`src/rtl/bitmap_encoder_if.sv`:
```
// Bitmap-in / index-beat-out handshake bundle for bitmap_encoder.
// Handshakes use valid/ready: a transfer happens on a rising clk edge where valid && ready; valid never waits on ready.
interface bitmap_encoder_if;
  logic        in_valid;
  logic        in_ready;
  logic [15:0] in_vec;
  logic        out_valid;
  logic        out_ready;
  logic [3:0]  out_idx;
  logic        out_last;
  logic        out_none;
  logic [4:0]  out_count;

  modport master (
    output in_valid, in_vec, out_ready,
    input  in_ready, out_valid, out_idx, out_last, out_none, out_count
  );

  modport slave (
    input  in_valid, in_vec, out_ready,
    output in_ready, out_valid, out_idx, out_last, out_none, out_count
  );
endinterface

```
`src/rtl/bitmap_encoder.sv`:
```
// Serializes a 16-bit bitmap into one 4-bit index beat per set bit (inverse of a 4-to-16 decoder).
// LSB_FIRST selects whether the lowest or highest set bit is reported first.
module bitmap_encoder #(
  parameter bit LSB_FIRST = 1'b1
) (
  input  logic             clk,
  input  logic             rst_n,
  bitmap_encoder_if.slave  bus,
  output logic             dbg_state
);

  typedef enum logic {
    IDLE = 1'b0,
    EMIT = 1'b1
  } state_t;

  state_t      state_q, state_d;
  logic [15:0] pending_q, pending_d;
  logic [4:0]  count_q, count_d;
  logic [3:0]  scan_idx;
  logic        single_or_zero;

  function automatic logic [4:0] popcount(input logic [15:0] v);
    logic [4:0] c;
    c = '0;
    for (int i = 0; i < 16; i++) c = c + 5'(v[i]);
    return c;
  endfunction

  // The last assignment in the loop wins, so loop direction picks the scan order.
  always_comb begin
    scan_idx = '0;
    if (LSB_FIRST) begin
      for (int i = 15; i >= 0; i--) if (pending_q[i]) scan_idx = 4'(i);
    end else begin
      for (int i = 0; i < 16; i++) if (pending_q[i]) scan_idx = 4'(i);
    end
  end

  // Clearing the lowest set bit leaves zero only for a one-hot or empty pending word.
  assign single_or_zero = ((pending_q & (pending_q - 16'd1)) == 16'd0);

  always_comb begin
    state_d       = state_q;
    pending_d     = pending_q;
    count_d       = count_q;
    bus.in_ready  = 1'b0;
    bus.out_valid = 1'b0;
    bus.out_idx   = '0;
    bus.out_last  = 1'b0;
    bus.out_none  = 1'b0;
    case (state_q)
      IDLE: begin
        bus.in_ready = 1'b1;
        if (bus.in_valid) begin
          pending_d = bus.in_vec;
          count_d   = popcount(bus.in_vec);
          state_d   = EMIT;
        end
      end
      EMIT: begin
        bus.out_valid = 1'b1;
        bus.out_idx   = scan_idx;
        bus.out_none  = (pending_q == 16'd0);
        bus.out_last  = single_or_zero;
        if (bus.out_ready) begin
          if (single_or_zero) begin
            pending_d = '0;
            state_d   = IDLE;
          end else begin
            pending_d = pending_q & ~(16'd1 << scan_idx);
          end
        end
      end
      default: state_d = IDLE;
    endcase
  end

  always_ff @(posedge clk) begin
    if (!rst_n) begin
      state_q   <= IDLE;
      pending_q <= '0;
      count_q   <= '0;
    end else begin
      state_q   <= state_d;
      pending_q <= pending_d;
      count_q   <= count_d;
    end
  end

  assign bus.out_count = count_q;
  assign dbg_state     = (state_q == EMIT);

endmodule
```
`src/flat_wrapper.sv`:
```
// flat-port wrapper written by rule: the top's interface ports become plain ports
module bitmap_encoder_flat 
#(
  parameter bit LSB_FIRST = 1'b1
)
  (clk, rst_n, dbg_state, bus_in_valid, bus_in_vec, bus_out_ready, bus_in_ready, bus_out_valid, bus_out_idx, bus_out_last, bus_out_none, bus_out_count);
  bitmap_encoder_if bus_i ();
  input  logic clk;
  input  logic rst_n;
  output logic dbg_state;
  input wire logic [$bits(bus_i.in_valid)-1:0] bus_in_valid;
  input wire logic [$bits(bus_i.in_vec)-1:0] bus_in_vec;
  input wire logic [$bits(bus_i.out_ready)-1:0] bus_out_ready;
  output wire logic [$bits(bus_i.in_ready)-1:0] bus_in_ready;
  output wire logic [$bits(bus_i.out_valid)-1:0] bus_out_valid;
  output wire logic [$bits(bus_i.out_idx)-1:0] bus_out_idx;
  output wire logic [$bits(bus_i.out_last)-1:0] bus_out_last;
  output wire logic [$bits(bus_i.out_none)-1:0] bus_out_none;
  output wire logic [$bits(bus_i.out_count)-1:0] bus_out_count;
  assign bus_i.in_valid = bus_in_valid;
  assign bus_i.in_vec = bus_in_vec;
  assign bus_i.out_ready = bus_out_ready;
  assign bus_in_ready = bus_i.in_ready;
  assign bus_out_valid = bus_i.out_valid;
  assign bus_out_idx = bus_i.out_idx;
  assign bus_out_last = bus_i.out_last;
  assign bus_out_none = bus_i.out_none;
  assign bus_out_count = bus_i.out_count;
  bitmap_encoder #(.LSB_FIRST(LSB_FIRST)) u_core (.clk(clk), .rst_n(rst_n), .bus(bus_i), .dbg_state(dbg_state));
endmodule
```
`config.mk`:
```
export PLATFORM = sky130hd
export DESIGN_NAME = bitmap_encoder_flat
export DESIGN_NICKNAME = d
export VERILOG_FILES = /design/src/rtl/bitmap_encoder_if.sv /design/src/rtl/bitmap_encoder.sv /design/src/flat_wrapper.sv
export SDC_FILE = /design/constraint.sdc
export NUM_CORES = 1
export LEC_CHECK = 0
export ABC_AREA = 1
export ABC_CLOCK_PERIOD_IN_PS = 6100
export BUFFER_PORTS_ARGS = -buffer_cell sky130_fd_sc_hd__clkbuf_2
export CORE_ASPECT_RATIO = 0.7
export CORE_MARGIN = 2
export CORE_UTILIZATION = 55
export CTS_CLUSTER_DIAMETER = 100
export DETAILED_ROUTE_END_ITERATION = 8
export GPL_TIMING_DRIVEN = 0
export HOLD_SLACK_MARGIN = 0.06
export PLACE_DENSITY_LB_ADDON = 0.25
export SLEW_MARGIN = 10
export SYNTH_ARGS = -nofsm -noshare
export SYNTH_HDL_FRONTEND = slang
export SYNTH_SLANG_ARGS = --single-unit
```
`constraint.sdc`:
```
create_clock -name clk -period 6.1 [get_ports clk]
set_clock_uncertainty 0.05 [all_clocks]
set_input_delay 0.915 -clock clk [delete_from_list [all_inputs] [get_ports clk]]
set_output_delay 0.915 -clock clk [all_outputs]
set_load 0.02 [all_outputs]
```
# Word-level counts from Yosys, hierarchy flattened
# Index checks and enable logic that the tools add are counted.
# op_classes
add_sub_neg	16
n_bitwise	4
n_eq_ne	2
n_shift	1
n_reduce_logical	4
muxes	29
# ops
op	n
adder 5 x 1 -> 5 bit	14
two-way mux 4 bit	17
two-way mux 16 bit	3
bitwise AND 16 bit	2
zero test 16 bit	2
one-hot mux 16 bit (2 select lines)	1
inverter 16 bit	1
<< shifter 1 x 4 -> 16 bit, first input constant	1
subtractor 16 x 1 -> 16 bit, second input constant	1
two-way mux 1 bit	7
inequality test 2 bit, second input constant	2
AND reduction 2 bit	2
adder 1 x 1 -> 2 bit	1
one-hot mux 1 bit (2 select lines)	1
inverter 1 bit	1
# totals
in_bits	20
reg_bits	22

# Depth between registers and ports, before layout
# Gate-level depths: netlist of run 1.
# depth
depth_word	22
depth_mapped	17
ltp_nobuf	17

# Least setup slack after synthesis of run 1
# No wires, ideal clock.
# synth_path
path_type	input to register
from	input bus_in_vec[0]
to	register u_core.count_q[4] (netlist: u_core.bus.out_count[4])
t_required_ns	5.918
setup_time_ns	0.132
stages	15
n_path_buf	0
slack_ns	1.599
arrival_time_ns	4.319
cell_sequence	ha_1 > inv_1 > fa_1 > inv_1 > fa_1 > fa_1 > inv_1 > fa_1 > inv_1 > fa_1 > fa_1 > nand2_1 > inv_1 > o21ai_0 > a21oi_1
# synth_via
elab_chain_len	15
# synth_rtl
item	line	rtl
start, declared	flat_wrapper.sv:12	input wire logic [$bits(bus_i.in_vec)-1:0] bus_in_vec;
adder 1 x 1 -> 2 bit	bitmap_encoder.sv:26	for (int i = 0; i < 16; i++) c = c + 5'(v[i]);
adder 5 x 1 -> 5 bit (14 in series)	bitmap_encoder.sv:26	
end signal, assigned	bitmap_encoder.sv:87	count_q <= count_d;
end, declared	bitmap_encoder.sv:19	logic [4:0] count_q, count_d;
# No other way between the ends.
# A chain may end at the register's enable or synchronous reset.

# Worst setup path after layout of run 1
# Same ends and word-level chain as after synthesis.

==> results of run 1 <==
[worst max-delay path: cells and delay by family]
family | cells | cell delay [ps]
simple gates | 1 | 80
compound gates | 2 | 270
buf+inv | 6 | 320
fa+ha+maj | 7 | 3050
[power by group through the flow]
stage / clock network, mW / registers (mW) / logic, mW
after global placement: 0 / 0.177 / 0.257
after global routing: 0.115 / 0.177 / 0.305
after CTS: 0.110 / 0.174 / 0.263
final: 0.109 / 0.175 / 0.267
after detailed placement: 0 / 0.178 / 0.261
after floorplan: 0 / 0.184 / 0.191
[cell type report]
class / count / area [um^2]
buffer: 8 / 37.5
timing repair buffer: 33 / 165
sequential: 22 / 440
clock buffer: 4 / 55.1
multi-input combinational: 161 / 1040
inverter: 52 / 200
tap: 36 / 45.0
fill: 259 / 897
[cells in the final DEF (no fill, tap or decap), types with 2 or more instances in the layout]
cell	netlist	layout
sky130_fd_sc_hd__nor3_2	2	2
sky130_fd_sc_hd__a21oi_1	10	10
sky130_fd_sc_hd__clkinv_1	2	2
sky130_fd_sc_hd__clkbuf_8	0	4
sky130_fd_sc_hd__nor2_1	16	16
sky130_fd_sc_hd__dfxtp_1	22	22
sky130_fd_sc_hd__o22ai_1	2	2
sky130_fd_sc_hd__clkbuf_2	1	34
sky130_fd_sc_hd__nand2_2	4	4
sky130_fd_sc_hd__ha_1	5	5
sky130_fd_sc_hd__a211oi_1	4	4
sky130_fd_sc_hd__nand2_4	2	2
sky130_fd_sc_hd__inv_2	8	8
sky130_fd_sc_hd__fa_1	10	10
sky130_fd_sc_hd__a221oi_1	12	12
sky130_fd_sc_hd__buf_2	2	2
sky130_fd_sc_hd__nand3_1	11	11
sky130_fd_sc_hd__nor3_1	2	2
sky130_fd_sc_hd__clkbuf_1	4	4
sky130_fd_sc_hd__nor2_2	6	6
sky130_fd_sc_hd__nand2_1	39	39
sky130_fd_sc_hd__o21ai_1	4	4
sky130_fd_sc_hd__o21ai_0	22	22
sky130_fd_sc_hd__nand4_1	3	3
sky130_fd_sc_hd__o211ai_1	3	3
sky130_fd_sc_hd__inv_1	41	41
[layer usage]
metal / vias to the layer above / part of all wire
li1: 877 / -
met1: 802 / 0.50
met2: 59 / 0.42
met3: 2 / 0.076
met4: 0 / 0.0018
met5: - / 0
[cell families (layout without fill, tap and decap cells)]
group | count (synthesis) | in the layout
AOI/OAI and AO/OA | 60 | 60
xor gates and xnor gates | 1 | 1
and+or+nand+nor | 85 | 85
DFF | 22 | 22
adders and majority gates | 15 | 15
buffers and inverters | 60 | 97
[cells in the mapped netlist]
cell / n
sky130_fd_sc_hd__a211oi_1: 4
sky130_fd_sc_hd__a21oi_1: 10
sky130_fd_sc_hd__a221oi_1: 12
sky130_fd_sc_hd__buf_2: 2
sky130_fd_sc_hd__buf_4: 1
sky130_fd_sc_hd__clkbuf_1: 4
sky130_fd_sc_hd__clkbuf_2: 1
sky130_fd_sc_hd__clkinv_1: 2
sky130_fd_sc_hd__clkinv_4: 1
sky130_fd_sc_hd__dfxtp_1: 22
sky130_fd_sc_hd__fa_1: 10
sky130_fd_sc_hd__ha_1: 5
sky130_fd_sc_hd__inv_1: 41
sky130_fd_sc_hd__inv_2: 8
sky130_fd_sc_hd__nand2_1: 39
sky130_fd_sc_hd__nand2_2: 4
sky130_fd_sc_hd__nand2_4: 2
sky130_fd_sc_hd__nand3_1: 11
sky130_fd_sc_hd__nand4_1: 3
sky130_fd_sc_hd__nor2_1: 16
sky130_fd_sc_hd__nor2_2: 6
sky130_fd_sc_hd__nor3_1: 2
sky130_fd_sc_hd__nor3_2: 2
sky130_fd_sc_hd__o211ai_1: 3
sky130_fd_sc_hd__o21ai_0: 22
sky130_fd_sc_hd__o21ai_1: 4
sky130_fd_sc_hd__o21ai_2: 1
sky130_fd_sc_hd__o22ai_1: 2
sky130_fd_sc_hd__o311ai_0: 1
sky130_fd_sc_hd__o31ai_1: 1
sky130_fd_sc_hd__xnor2_1: 1
[registers in the layout, indices dropped and copies added (netlist names)]
register              flops
u_core.pending_q         16
u_core.bus.out_count      5
u_core.dbg_state          1
[how the worst min path moves through the flow]
stage | from | endpoint | slack, ps | cells after the start
3_5_place_dp | u_core.bus.out_count[4]$_SDFFE_PN0P_ | u_core.bus.out_count[4]$_SDFFE_PN0P_ | 410 | 2
2_1_floorplan | u_core.pending_q[14]$_SDFFE_PN0P_ | u_core.pending_q[14]$_SDFFE_PN0P_ | 430 | 2
5_1_grt | u_core.bus.out_count[4]$_SDFFE_PN0P_ | u_core.bus.out_count[4]$_SDFFE_PN0P_ | 480 | 2
6_report | u_core.bus.out_count[4]$_SDFFE_PN0P_ | u_core.bus.out_count[4]$_SDFFE_PN0P_ | 420 | 2
3_3_place_gp | u_core.bus.out_count[4]$_SDFFE_PN0P_ | u_core.bus.out_count[4]$_SDFFE_PN0P_ | 410 | 2
4_1_cts | u_core.bus.out_count[4]$_SDFFE_PN0P_ | u_core.bus.out_count[4]$_SDFFE_PN0P_ | 430 | 2
[metrics by stage]
stage          utilization  cell area, um^2
6_report             0.689             1990
5_1_grt              0.689             1990
4_1_cts              0.689             1990
3_5_place_dp         0.670             1930
3_3_place_gp         0.670             1930
2_1_floorplan            -             1720
==> results by stage, run 1 <==
Final layout:
- The count of placed standard cells in the final layout, fillers left out is approximately 320.
- The net total in the final layout is 316.
- The area growth from synthesis to layout is 15.4%.
- The number of antenna cells inserted is 0.
- The fraction of layout cells with a size suffix above 1 is 0.232.

Global routing:
- The global-route track usage on met2 is 0.379.
- The via count of the first global-routing pass is around 1600.
- The first-pass GRT wire length is between 7000 and 8000 um.
- The most crowded layer after global routing is met1.
- Summed over all layers, the global routing overflow is 0.
- In the global route stage, met1 resource usage came out at 0.400.
- For met3 alone, demand over resource in global routing was 0.0542.
- The largest net degree at the start of global routing is 13.
- For this run, the total global-route usage over all layers was measured as 0.260.
- The number of antenna violations at the first check in global routing is 0.

Clocking:
- Post-CTS timing repair inserted 0 buffers for setup.
- Hold repair after CTS inserted 0 buffers.
- The count of instances resized after the clock tree is built is 0.
- Clock-pin slew was measured on the worst setup and hold paths at 80 ps.
- CTS saw 22 sinks.
- The cell at the root of the clock tree is sky130_fd_sc_hd__clkbuf_8.
- The TritonCTS clock tree is done.
- In this run, CTS created clock tree buffers numbering 3.
- The count of H-tree levels built during CTS is 1.
- The number of buffers on the longest clock path is 2.
- The clock reaches the later pin of the worst-skew pair after 270 ps.

Critical path:
- STA puts the critical path data arrival time at between 4000 and 5000 ps.
- The capture instance of the worst register-to-register path is u_core.pending_q[5]$_SDFFE_PN0P_.
- Measured in cells, the most critical reg-to-reg path has a length of 6.
- The worst setup path is launched from an input pin.
- For this design, the slowest cell found on the critical path is sky130_fd_sc_hd__fa_1.
- Setup slack on the worst reg-to-reg path comes out at between 4000 and 5000 ps.
- The most critical setup path has its endpoint at u_core.bus.out_count[4]$_SDFFE_PN0P_.
- The largest incremental delay on the critical path is approximately 510 ps.
- STA puts the critical path data required time at between 6000 and 7000 ps.
- The capturing element type of the critical path is a flop.
- The signal on the critical path passes through clkbuf_2 > ha_1 > inv_1 > fa_1 > inv_1 > fa_1 > fa_1 > inv_1 > fa_1 > inv_1 > fa_1 > fa_1 > nand2_1 > inv_1 > o21ai_0 > a21oi_1.
- The launching point of the worst reg2reg path is u_core.dbg_state$_SDFF_PN0_.
- The largest fanout on the critical path is 2.
- The critical path is of the input pin to flop type.
- The most repeated library cell on the critical path is sky130_fd_sc_hd__fa_1.
- The startpoint of the worst setup timing path is bus_in_vec[0].

Pwr:
- The overall power is around 0.55 mW.
- The proportion of total power due to net switching is 0.422.
- The leakage component of the power is approximately 0.99 nW.
- Dividing total power by cell area gives a power density of about 280 nW/um^2.
- The design internal power is approximately 0.32 mW.
- The share of total power dissipated in combinational logic is 0.485.
- The net switching power is between 0.2 and 0.25 mW.
- VDD sags by at most around 170 uV.
- The register share of total power is 0.318.
- The share of power burned in the clock network is 0.198.

STA:
- The number of setup violations in the final report is 0.
- In the post-route analysis, the smallest setup slack over all paths is between 1500 and 2000 ps.
- The number of pins with negative max-slew slack in the final report is 0.
- The final critical-path share of the clock period is 0.745.
- Subtracting the final worst setup slack from the clock period gives roughly 4500 ps.
- The number of failing hold endpoints at the final stage is 0.
- For the final routed database, the setup TNS stands at 0 ps.
- Setup repair after global routing left no endpoint under its margin.
- The maximum clock frequency is about 220 MHz.
- At the pin with the least slew margin, the transition time is about 530 ps.
- The relative slew slack is 0.644.
- Hold is met by ~420 ps.

Logic synthesis:
- The post-synthesis average cell area is just over 7 um^2.
- The synthesized net count is between 200 and 300.
- Yosys attributes the largest share of cell area to sky130_fd_sc_hd__dfxtp_1, sky130_fd_sc_hd__fa_1, sky130_fd_sc_hd__inv_1.
- Synthesis handed over a netlist of 243 instances.
- The share of the synthesized area in compound gates (AO/OA/AOI/OAI) is 0.218.
- The XOR/XNOR share of the synthesized area is 0.00509.
- In this run, distinct cell masters in the synthesized netlist total 31.
- The simple logic cell fraction of the synthesized area is 0.230.
- The synthesized cell area is between 1500 and 2000 um^2.
- The library cell occupying the most area in the post-synthesis netlist is sky130_fd_sc_hd__dfxtp_1.
- The adder-cell share of the synthesized area is 0.153.
- The share of synthesized area occupied by flip-flops and latches is 0.256.
- The share of Yosys cell area claimed by the top area cell type is 0.256.
- The largest family of logic cells by synthesized area is simple AND/OR/NAND/NOR gates.
- The number of warnings printed during yosys synthesis is 0.
- The mux cell area share after synthesis is 0.
- The synthesized design contains 22 register bits.

Place:
- The congestion estimate from routability-driven global placement came to between 0.9 and 1.
- Detailed placement finished with a half-perimeter wire length of around 3500 um.
- Before CTS, the worst setup slack after placement is around 1300 ps.
- The count of port buffers added during placement is 33.
- The total instance count after detailed placement is ~310.

Die:
- 34 I/O pins were placed.
- The floorplan step defined a core boundary enclosing ~2900 um^2.
- For this configuration, the core starts out at a cell density of 0.597.
- The die outline area is roughly 3600 um^2.
- After floorplanning, the core was divided into 16 placement rows.
- The horizontal die dimension is between 70 and 80 um.
- The height of the chip is 50.8 um.

Routing:
- The final routed DRC violation total is 0.
- The first-pass iteration count of the detailed router is 4.
- Dividing the detail-routed wire length by the instance count gives between 10 and 15 um.
- Dividing the detail-routed via count by the number of cells gives about 5.5.
- For this block, the via count after detailed routing is roughly 1700.
- The overall routed net length is 4390 um.
- The post-route antenna net violation count is 0.
- The iteration-0 DRC count of the detailed router is around 160.

Min path:
- The class of the tightest hold or removal check is flop to flop.

Run status:
- The run finished with clean final reports.

Run:
- Max-cap violations in this run came to 0.
Power figures use the tool's default switching activity.
==> run 2, diff against run 1 <==
ABC_CLOCK_PERIOD_IN_PS = 4320   (was 6100)
clock period = 4.32 ns   (was 6.1 ns; I/O delays follow)
==> run 2 against run 1 <==
- routed wire length shrank 0.68%
- clock power grew 39%
- non-clock buffer count is the same
- die area is the same
- first-iteration DRC count shrank 3.8%
- final area grew 0.25%
- total power grew 41%
- global-route usage is the same
- hold slack is essentially flat
- register-to-register slack lost 1800 ps
- largest power group unchanged
==> results by stage, run 2 (synthesis gave the netlist of run 1 again) <==
Run status:
- The flow ran to the end, and the final reports show no timing, DRC or antenna violations.

Run:
- The reported max-cap violation count is 0 (unchanged).

Clocking:
- The clock slew seen by the registers of the worst setup and hold paths came to 80 ps (about the same).
- TritonCTS built the clock tree.
- The number of buffers on the longest clock path was 2 (unchanged).
- The number of CTS-inserted buffers is 3 (unchanged).
- The count of hold buffers inserted by post-cts repair is 0 (unchanged).
- The number of clock sinks is 22 (unchanged).
- The tree is rooted in a sky130_fd_sc_hd__clkbuf_8.
- The buffers inserted during post-CTS setup optimization was 0 (unchanged).
- The count of H-tree levels built during CTS is 1 (unchanged).
- The count of instances resized after the clock tree is built came to 0 (unchanged).
- The clock insertion delay at the later pin of the skew report was 270 ps (about the same).

Routing:
- The via count normalized by instance count is 5.50 (-0.11%).
- The detailed-routed wire length on met3 is 293 um (-13%).
- The detailed router used layers up to and including met4.
- The overall routed net length was 4360 um (-0.68%).
- The detail-routed net length per standard cell came to 13.8 um (-0.68%).
- The final routed DRC violation total is 0 (unchanged).
- The post-route antenna net violation count is 0 (unchanged).
- The first-pass iteration count of the detailed router is 4 (unchanged).
- The met2 routed wirelength is 1810 um (-2.3%).
- The number of vias after detailed routing is 1738 (-0.11%).
- The wire length on met1 is 2220 um (+1.1%).
- The iteration-0 DRC count of the detailed router is 153 (-3.8%).

STA:
- The slew at the pin closest to its max-slew limit is 521 ps (-12.3 ps).
- The total negative slack for setup checks is 0 ps (unchanged).
- The relative slew slack was 0.652 (+0.00820).
- The number of failing hold endpoints at the final stage is 0 (unchanged).
- Setup repair after global routing left no endpoint under its margin.
- In the finished design, the share of the clock period the worst path needs comes to 0.944.
- The minimum setup slack in the final design is 242 ps (-1310 ps).
- The shortest period the worst path allows is roughly 4000 ps.
- The maximum clock frequency is approximately 250 MHz.
- The minimum hold slack came to 420 ps (-0.0410 ps).
- The number of setup violations in the final report was 0 (unchanged).
- The number of pins with negative max-slew slack in the final report is 0 (unchanged).

Die:
- The horizontal die dimension is 70.8 um (unchanged).
- The starting density of the core is 0.597 (unchanged).
- The standard cell core area is 2880 um^2 (unchanged).
- The number of standard-cell rows in the floorplan is 16 (unchanged).
- The number of top-level pins is 34 (unchanged).
- The height of the chip is 50.8 um (unchanged).
- The die outline area is 3600 um^2 (unchanged).

Critical path:
- The slowest stage of the critical path belongs to the cell sky130_fd_sc_hd__fa_1.
- The largest incremental delay on the critical path is 510 ps (about the same).
- The required time at the endpoint of the critical path is 4400 ps (-1780 ps).
- The signal on the critical path passes through clkbuf_2 > ha_1 > inv_1 > fa_1 > inv_1 > fa_1 > fa_1 > inv_1 > fa_1 > inv_1 > fa_2 > fa_2 > nand2_1 > inv_1 > o21ai_1 > a21oi_1.
- The largest fanout on the critical path is 2 (unchanged).
- By startpoint and endpoint, the worst setup path is classified as input pin to flop.
- STA classifies the critical path startpoint as an input pin.
- In this run the critical register-to-register path is launched from u_core.dbg_state$_SDFF_PN0_.
- The capturing element type of the critical path is a flop.
- The worst register-to-register path ends at u_core.pending_q[5]$_SDFFE_PN0P_.
- The flop-to-flop setup slack was 2590 ps (-1770 ps).
- The most numerous cell type found on the critical path is sky130_fd_sc_hd__inv_1.
- The data arrival time of the critical path is 4160 ps (-470 ps).
- The sum of buffers and inverters on the critical path came to 6 (unchanged).
- The kind of cell with the highest combined delay along the critical path is adder cells.
- The depth of the worst register-to-register path came to 6 (unchanged).

Final layout:
- The area growth from synthesis to layout is 15.7%.
- The number of filler instances in the final layout is 256 (-1.2%).
- The net total in the final layout is 316 (unchanged).
- In the layout the commonest cells are sky130_fd_sc_hd__inv_1, sky130_fd_sc_hd__nand2_1, sky130_fd_sc_hd__clkbuf_2.
- Counting flops per register, the top entry is u_core.pending_q.
- The count of placed standard cells in the final layout, fillers left out is 316 (unchanged).
- The flip-flop count of the largest register after layout is 16 (unchanged).
- The most common cell after layout, fill and taps aside is sky130_fd_sc_hd__inv_1.
- The fraction of layout cells with a size suffix above 1 is 0.239 (+0.00714).
- The number of antenna cells inserted was 0 (unchanged).

Global routing:
- The largest net degree at the start of global routing is 13 (unchanged).
- The via count of the first global-routing pass is 1596 (unchanged).
- The total track usage is 0.260 (unchanged).
- The number of antenna violations at the first check in global routing was 0 (unchanged).
- The first-pass GRT wire length is 7310 um (unchanged).
- The overflow left after global routing came to 0 (unchanged).

Pwr:
- The total power divided by cell area came to 391 nW/um^2 (+41%).
- The highest ir drop seen on vdd was 233 uV (+41%).
- The overall power is 0.778 mW (+41%).
- The leakage component of the power is 0.987 nW (-0.17%).

Place:
- The total instance count after detailed placement is 312 (unchanged).
- The pre-CTS setup slack is -217 ps (-1510 ps).
- The weighted congestion reported at the end of routability-driven placement is 0.917 (unchanged).
- The count of port buffers added during placement is 33 (unchanged).
- The placed wire-length estimate after detailed placement was 3470 um (unchanged).

Min path:
- The cell depth of the worst min-delay path is 2 (unchanged).
- The tightest min-delay check is of the flop to flop type.
- The destination of the worst hold path is u_core.bus.out_count[4]$_SDFFE_PN0P_.
- The worst hold path begins at u_core.bus.out_count[4]$_SDFFE_PN0P_.
## run 2: cell count changes in the layout (fill, tap and decap cells not counted)
cell,delta
sky130_fd_sc_hd__o21ai_0,-1
sky130_fd_sc_hd__fa_1,-2
sky130_fd_sc_hd__o21ai_1,+1
sky130_fd_sc_hd__fa_2,+2
## run 2: per-stage QoR
step            util  cell area [um^2]
4_1_cts        0.689              1990
3_5_place_dp   0.670              1930
3_3_place_gp   0.670              1930
2_1_floorplan      -              1720
6_report       0.691              1990
5_1_grt        0.691              1990
## run 2: how the worst max path moves through the flow
stage                  startpoint                                   end  slack [ps]  cells after the start
floorplan           bus_in_vec[0]  u_core.bus.out_count[4]$_SDFFE_PN0P_          90                     15
global placement    bus_in_vec[0]  u_core.bus.out_count[4]$_SDFFE_PN0P_        -200                     16
detailed placement  bus_in_vec[0]  u_core.bus.out_count[4]$_SDFFE_PN0P_        -220                     16
CTS                 bus_in_vec[0]  u_core.bus.out_count[4]$_SDFFE_PN0P_          60                     16
global route        bus_in_vec[0]  u_core.bus.out_count[4]$_SDFFE_PN0P_          50                     16
finish              bus_in_vec[0]  u_core.bus.out_count[4]$_SDFFE_PN0P_         240                     16
## run 2: power breakdown
part / leakage [nW] / internal (mW) / switching (mW)
combinational: 0.776 / 0.142 / 0.236
sequential: 0.182 / 0.227 / 0.0198
clock: 0.0288 / 0.0814 / 0.0710
## run 2: per-layer routing
layer | track usage | vias up
met3 | 0.0542 | 4
li1 | - | 880
met2 | 0.379 | 60
met4 | 0.0377 | 0
met1 | 0.400 | 794
met5 | 0 | -
## run 2: cell type report
class | instances | area, um^2 | share of cell area
sequential | 22 | 440 | 0.221
multi-input combinational | 161 | 1050 | 0.526
clock buffer | 4 | 55.1 | 0.0277
buffer | 8 | 37.5 | 0.0189
inverter | 52 | 200 | 0.101
timing repair buffer | 33 | 165 | 0.0830
tap | 36 | 45.0 | 0.0226
## run 2: worst reg2reg max path, cell delays in order (launching register included)
cell	delay (ps)
sky130_fd_sc_hd__dfxtp_1	330
sky130_fd_sc_hd__buf_2	170
sky130_fd_sc_hd__nand2_1	230
sky130_fd_sc_hd__inv_1	110
sky130_fd_sc_hd__nor2_2	270
sky130_fd_sc_hd__buf_2	300
sky130_fd_sc_hd__a221oi_1	130
